`src/rtl/ptp_tx_gen.sv`:
```
`timescale 1ns/1ps
// ptp_tx_gen
//   Builds and drives a complete layer-2 PTP event frame (Sync / Delay_Req) on a
//   GMII TX interface with one-step timestamping: the RTC value present on the
//   SFD cycle is placed into originTimestamp of the same frame.
//
// Ports
//   gmii_clk     in   125 MHz TX byte clock, rising edge
//   rst          in   asynchronous active-high reset
//   rtc_time_in  in   {sec[5:0], ns[29:0]} real-time clock
//   tx_req       in   frame request, accepted only while idle
//   tx_msg_id    in   PTP messageType
//   tx_seq_id    in   PTP sequenceId
//   tx_busy      out  frame in progress (preamble through last IFG cycle)
//   tx_done      out  pulse on the last FCS byte
//   tx_ts_out    out  timestamp captured on the SFD cycle
//   gmii_tx_en   out  GMII TX enable
//   gmii_txd     out  GMII TX data
module ptp_tx_gen #(
    parameter logic [47:0] SRC_MAC   = 48'h00_0A_35_00_01_02,
    parameter logic [63:0] CLOCK_ID  = 64'h000A35FFFE000102,
    parameter logic [15:0] PORT_NUM  = 16'h0001,
    parameter logic [7:0]  DOMAIN    = 8'h00,
    parameter int          IFG_BYTES = 12
) (
    input  logic        gmii_clk,
    input  logic        rst,
    input  logic [35:0] rtc_time_in,
    input  logic        tx_req,
    input  logic [3:0]  tx_msg_id,
    input  logic [15:0] tx_seq_id,
    output logic        tx_busy,
    output logic        tx_done,
    output logic [35:0] tx_ts_out,
    output logic        gmii_tx_en,
    output logic [7:0]  gmii_txd
);

    localparam logic [7:0]  IFG_LAST = 8'(IFG_BYTES - 1);
    localparam logic [31:0] CRC_POLY = 32'hEDB88320;  // reflected 04C11DB7

    typedef enum logic [2:0] {
        S_IDLE,
        S_PRE,
        S_SFD,
        S_DATA,
        S_FCS,
        S_IFG
    } state_t;

    state_t      state, state_nxt;
    logic [7:0]  cnt, cnt_nxt;
    logic [3:0]  msg_q;
    logic [15:0] seq_q;
    logic [31:0] crc_q;
    logic [31:0] fcs;
    logic [7:0]  ctrl;
    logic [7:0]  data_byte;
    logic [5:0]  data_idx;
    logic [8:0]  bit_lo;
    logic [479:0] frame;

    // Byte-wide reflected CRC-32 step: data enters LSB first, matching GMII bit order.
    function automatic logic [31:0] crc_byte(input logic [31:0] c, input logic [7:0] b);
        logic [31:0] r;
        r = c ^ {24'd0, b};
        for (int i = 0; i < 8; i++)
            r = r[0] ? ((r >> 1) ^ CRC_POLY) : (r >> 1);
        return r;
    endfunction

    always_comb begin
        case (msg_q)
            4'd0:    ctrl = 8'h00;
            4'd1:    ctrl = 8'h01;
            default: ctrl = 8'h05;
        endcase
    end

    // Whole 60-byte payload (dst MAC through pad), first byte in the MSBs.
    // originTimestamp reads tx_ts_out, which is loaded at the end of the SFD cycle
    // and therefore already valid on DATA byte 0.
    assign frame = {48'h01_1B_19_00_00_00, SRC_MAC, 16'h88F7,
                    4'h0, msg_q, 8'h02, 16'd44, DOMAIN, 8'h00, 16'h0000,
                    64'd0, 32'd0, CLOCK_ID, PORT_NUM, seq_q, ctrl, 8'h7F,
                    42'd0, tx_ts_out[35:30], 2'b00, tx_ts_out[29:0], 16'h0000};

    assign data_idx  = (cnt < 8'd60) ? cnt[5:0] : 6'd0;
    assign bit_lo    = {6'd59 - data_idx, 3'b000};
    assign data_byte = frame[bit_lo +: 8];
    assign fcs       = ~crc_q;

    always_ff @(posedge gmii_clk or posedge rst) begin
        if (rst) begin
            state     <= S_IDLE;
            cnt       <= 8'd0;
            msg_q     <= 4'd0;
            seq_q     <= 16'd0;
            crc_q     <= 32'd0;
            tx_ts_out <= 36'd0;
        end else begin
            state <= state_nxt;
            cnt   <= cnt_nxt;
            if (state == S_IDLE && tx_req) begin
                msg_q <= tx_msg_id;
                seq_q <= tx_seq_id;
            end
            if (state == S_SFD) begin
                tx_ts_out <= rtc_time_in;
                crc_q     <= 32'hFFFF_FFFF;
            end else if (state == S_DATA) begin
                crc_q <= crc_byte(crc_q, data_byte);
            end
        end
    end

    // Outputs decode straight from state so an async reset blanks the line at once.
    always_comb begin
        state_nxt  = state;
        cnt_nxt    = cnt + 8'd1;
        tx_busy    = 1'b1;
        tx_done    = 1'b0;
        gmii_tx_en = 1'b0;
        gmii_txd   = 8'h00;
        case (state)
            S_IDLE: begin
                tx_busy = 1'b0;
                cnt_nxt = 8'd0;
                if (tx_req) state_nxt = S_PRE;
            end
            S_PRE: begin
                gmii_tx_en = 1'b1;
                gmii_txd   = 8'h55;
                if (cnt == 8'd6) begin
                    state_nxt = S_SFD;
                    cnt_nxt   = 8'd0;
                end
            end
            S_SFD: begin
                gmii_tx_en = 1'b1;
                gmii_txd   = 8'hD5;
                state_nxt  = S_DATA;
                cnt_nxt    = 8'd0;
            end
            S_DATA: begin
                gmii_tx_en = 1'b1;
                gmii_txd   = data_byte;
                if (cnt == 8'd59) begin
                    state_nxt = S_FCS;
                    cnt_nxt   = 8'd0;
                end
            end
            S_FCS: begin
                gmii_tx_en = 1'b1;
                case (cnt[1:0])
                    2'd0:    gmii_txd = fcs[7:0];
                    2'd1:    gmii_txd = fcs[15:8];
                    2'd2:    gmii_txd = fcs[23:16];
                    default: gmii_txd = fcs[31:24];
                endcase
                if (cnt == 8'd3) begin
                    tx_done   = 1'b1;
                    state_nxt = S_IFG;
                    cnt_nxt   = 8'd0;
                end
            end
            S_IFG: begin
                if (cnt == IFG_LAST) begin
                    state_nxt = S_IDLE;
                    cnt_nxt   = 8'd0;
                end
            end
            default: begin
                state_nxt = S_IDLE;
                cnt_nxt   = 8'd0;
            end
        endcase
    end

endmodule

```
`config.mk`:
```
export PLATFORM = sky130hd
export DESIGN_NAME = ptp_tx_gen
export DESIGN_NICKNAME = d
export VERILOG_FILES = /design/src/rtl/ptp_tx_gen.sv
export SDC_FILE = /design/constraint.sdc
export NUM_CORES = 1
export LEC_CHECK = 0
export CAP_MARGIN = 15
export CORE_MARGIN = 4
export CORE_UTILIZATION = 30
export DETAILED_ROUTE_END_ITERATION = 10
export GPL_TIMING_DRIVEN = 0
export PLACE_DENSITY = 0.52
export SLEW_MARGIN = 20
export SYNTH_ARGS = -nofsm -noshare
export SYNTH_HDL_FRONTEND = slang
export SYNTH_SLANG_ARGS = --single-unit
```
`constraint.sdc`:
```
create_clock -name gmii_clk -period 4.5 [get_ports gmii_clk]
set_input_delay 1.35 -clock gmii_clk [delete_from_list [all_inputs] [get_ports gmii_clk]]
set_output_delay 1.35 -clock gmii_clk [all_outputs]
set_load 0.01 [all_outputs]
```
Word-level counts from Yosys, hierarchy flattened
Cells that the tools add are included.

operators by class
  add/sub/neg operators = 2
  magnitude comparators = 1
  eq/ne operators = 17
  shift operators = 1
  multiplexer cells = 29
  bitwise logic cells = 10
  reduce and logical (&&, ||, !) cells = 7

operator list
  cell                   count
  $shiftx A480 B10 Y8    1
  $mux W32               10
  $not A13 Y14           8
  $pmux W8 S4            2
  $mux W8                4
  $not A32 Y32           1
  $xor A32 B8 Y32        1
  $pmux W8 S3            1
  $pmux W3 S6            1
  $mux W3                5
  $add A8 B1 Y8 const B  1
  $eq A8 B2 Y1 const B   1
  $eq A8 B3 Y1 const B   1
  $eq A8 B4 Y1 const B   1
  $eq A8 B6 Y1 const B   1
  $lt A8 B6 Y1 const B   1
  $ne A2 B2 Y1 const B   4
  $eq A3 B2 Y1 const B   2
  $eq A3 B3 Y1 const B   2
  $mux W6                1
  $pmux W3 S2            1
  $sub A6 B6 Y6 const A  1
  $reduce_and A5 Y1      1
  $eq A4 B1 Y1 const B   1
  other kinds (11)       14

word-level totals
  register bits = 99
  bits of input ports = 59
  word-level logic and storage cells = 73

Depth between registers and ports, before layout
  depth in word-level cells = 23
  mapped depth = 15
  gate-level depth less buffers = 13

Least setup slack after synthesis
No wires, ideal clock.

  path kind = register to output
  from = register cnt[5]
  to = output port gmii_txd[3]
  arrival time = 2.792 ns
  data required time = 3.150 ns
  setup slack = 0.358 ns
  stages on the path, launching flop included = 14
  buffers on the path = 2
  cells stage by stage = dfrtp_1 buf_2 nand3_1 nand2_1 clkinv_1 ha_1 clkbuf_1 clkinv_1 nor3_1 a22o_1 a211oi_1 a31oi_2 nand2_1 o21ai_0

between the ends
  word-level cells in the longest chain between the ends = 5

ends and longest elaborated chain
  element                  RTL line  source
  start, declared          52        logic [7:0] cnt, cnt_nxt;
  start signal, assigned   103       cnt <= cnt_nxt;
  $lt A8 B6 Y1             88        assign data_idx = (cnt < 8'd60) ? cnt[5:0] : 6'd0;
  $mux W6 (*)              88
  $sub A6 B6 Y6 (*)        89        assign bit_lo = {6'd59 - data_idx, 3'b000};
  $shiftx A480 B10 Y8 (*)  90        assign data_byte = frame[bit_lo +: 8];
  $pmux W8 S4 (*)          125       case (state)
  end, declared            36        output logic [7:0] gmii_txd

Every way passes the cells marked *; elsewhere a longest branch is shown, timed or not.

Final worst setup path
  from = register cnt[6]
  to = output port gmii_txd[7]

between the ends
  word-level cells in the longest chain between the ends = 5

ends and longest elaborated chain
  element              RTL line
  $lt A8 B6 Y1         88
  $mux W6              88
  $sub A6 B6 Y6        89
  $shiftx A480 B10 Y8  90
  $pmux W8 S4          125

No other way between the ends.

==> metrics.yaml <==
status:
  status: "finished clean"
sta:
  max_freq_mhz: 227
  worst_pin_slew_ns: 0.691
  fin_ws_ns: 0.0893
  clock_skew_ns: 0.00894
  drv_slew: 0
  finalSetupViolations: 0
  slew_headroom_pct: 53.8
  finalHoldViolCount: 0
  min_period_ns: 4.41
  finalCritPeriodShare_pct: 98.0
layout:
  fin_util_pct: 40.9
  area_growth_syn_to_layout_pct: 32.0
  fillCellCount: 1980
  nNetsFinal: 780
  antenna_cells: 0
  drive_gt1_share_pct: 24.6
die:
  dieArea_mm2: 0.0235
  die_y_um: 153
  start_util_pct: 31.0
  std_cell_rows: 52
  die_width_um: 153
  core_area_mm2: 0.0205
  ioPinCount: 106
routing:
  remaining_drc_errors: 0
  drt-initial-drc-count: 339
  first_pass_iters: 5
  wl_mm: 20.5
  wire_per_inst_um: 20.7
  ant_nets: 0
  viasPerCell: 5.30
  num_vias: 5223
clock_network:
  clk_pin_slew_ns: 0.07
  clk_latency_ns: 0.36
  htree_num_levels: 3
  ctsHoldBuffers: 0
  cts_sinks: 99
  cts_made_buffers: 9
  cts-root-buf: "clkbuf_16"
  tritoncts: "built"
  clk_path_buf_depth: 2
logic_synthesis:
  synth_area_leaders: "dfrtp_1, mux2_2, xnor3_1"
  async_flop_share_pct: 100
  ys_warn_count: 0
  synth.avg_cell_area_um2: 10.9
  synth_seq_cells: 99
  syn-num-nets: 649
  synth_top_area_cell: "dfrtp_1"
  synth_commonest_cells: "dfrtp_1, mux2_2, nor2_1"
  ys_seq_area_share_pct: 39.0
  syn_inst: 581
  synthFlopType: "dfrtp_1"
  synthDistinctLibCells: 72
  netlist_area_mm2: 0.00634
  synth_top_area_share_pct: 39.0
  yosysMostFrequentCell: "dfrtp_1"
  synth_edf_count: 0
job:
  maxCapViolCount: 0
grt:
  grt_antenna_before_repair: 0
  grt_usage_pct: 17.4
  grt_first_pass_wirelength_mm: 32.7
  grt_pass1_vias: 5397
  gr-total-overflow: 0
  grt_max_degree: 59
placement:
  dpl_worst_slack_ns: -1.24
  routabilityCongestion: 0.914
  portBuffers: 105
  dp_hpwl_mm: 15.5
pwr:
  p_leak_nw: 3.36
  ir_drop_v: 0.000409
  power_density_mw_per_mm2: 972
setup_path:
  crit_type: "reg2out"
  crit_path_max_fanout: 10
  worst_setup_path_end_kind: "output pin"
  cp-start-kind: "flop"
  cp_data_required_time_ns: 3.15
  critical_path_arrival_ns: 3.06
hold_path:
  hp-class: "reg2reg"
==> state kept, by name (all words and copies together), names as in the netlist <==
register   cells
seq_q         16
crc_q         32
state          3
tx_ts_out     36
cnt            8
msg_q          4
==> cells by family (layout without fill, tap and decap cells) <==
family / Yosys count / after routing / synth area share [%]
AO/OA/AOI/OAI: 155 / 155 / 17.4
buffers and inverters: 51 / 186 / 3.71
multiplexers: 66 / 66 / 11.6
XOR/XNOR: 67 / 67 / 16.1
flip-flops: 99 / 99 / 39.0
adder cells (fa/ha/maj): 9 / 9 / 1.77
AND/OR/NAND/NOR: 134 / 134 / 10.4
==> critical path, cell delays in order, from the launching register on <==
cell	delay (ns)
dfrtp_1	0.37
buf_4	0.18
or3b_1	0.40
or3_4	0.46
and2_4	0.19
buf_6	0.15
mux2i_2	0.23
o41ai_4	0.15
o21ai_1	0.15
o21ai_0	0.14
clkdlybuf4s15_1	0.27
==> through the flow <==
step / area, um2 / TNS (ns) / hold slack (ns) / total power, W / instances
final: 8380 / 0 / 0.521 / 0.00814 / 986
after global routing: 8380 / -0.0288 / 0.547 / 0.00865 / 986
after CTS: 8310 / 0 / 0.525 / 0.00813 / 981
after detailed placement: 7760 / -15.92 / 0.509 / 0.00716 / 957
after global placement: 7730 / -125.63 / 0.498 / 0.00712 / 956
after floorplan: 6340 / 0 / 0.475 / 0.00563 / 581
==> placed cells by master (no fill, tap or decap), types with 4 or more instances in the layout <==
cell,n
a21oi_1,37
a22oi_1,6
a22oi_2,5
and3_1,8
buf_4,18
buf_6,7
clkbuf_1,16
clkbuf_16,9
clkbuf_2,7
clkbuf_4,4
clkdlybuf4s50_1,97
dfrtp_1,99
ha_1,7
inv_1,10
inv_6,4
mux2_2,61
nand2_1,26
nand3_1,6
nand4_1,5
nor2_1,48
nor2b_1,4
nor3_1,4
o211ai_1,7
o21ai_0,22
o21ai_1,8
o21bai_1,6
o22a_1,11
o22ai_1,9
o31ai_1,7
xnor2_1,22
xnor2_2,4
xnor2_4,6
xnor3_1,17
xor2_1,14
==> report_power, final <==
group	internal, W	switching, W
clock	0.000387	0.000384
combinational	0.00304	0.00262
sequential	0.00131	0.000406
total	0.00474	0.00341
==> layer usage <==
metal	global-route usage, %	routed length (um)	up-vias
li1	-	-	2387
met1	25.4	9520	2642
met2	26.9	9460	170
met3	2.49	1100	24
met4	5.34	380	0
met5	0	0	-
==> layout make-up <==
class                           count  area, um2  area share, %
Sequential cell                    99       2480           29.6
Timing Repair Buffer              122       1170           14.0
Tap cell                          270        338           4.03
Inverter                           13       63.8          0.762
Clock inverter                      6       56.3          0.672
Clock buffer                        9        225           2.69
Multi-Input combinational cell    431       3830           45.8
Buffer                             36        213           2.54
==> path summary, 6_finish.rpt <==
| check | startpoint | end | slack (ns) | cells past startpoint |
|---|---|---|---|---|
| max in group asynchronous | rst | tx_ts_out[11] | 2.46 | 3 |
| max | cnt[6] | gmii_txd[7] | 0.09 | 10 |
| min | seq_q[15] | seq_q[15] | 0.52 | 1 |
| max reg2reg | cnt[6] | crc_q[18] | 0.68 | 15 |
| min in group asynchronous | rst | crc_q[21] | 1.42 | 2 |
| min reg2reg | seq_q[15] | seq_q[15] | 0.52 | 1 |
==> repair_timing <==
item / CTS / global route
pin swaps: 12 / 5
setup endpoints to repair: 35 / 8
resized for setup: 69 / 26
hold endpoints to repair: 0 / 0
setup buffers: 11 / 5
(Power assumes the default switching activity.)
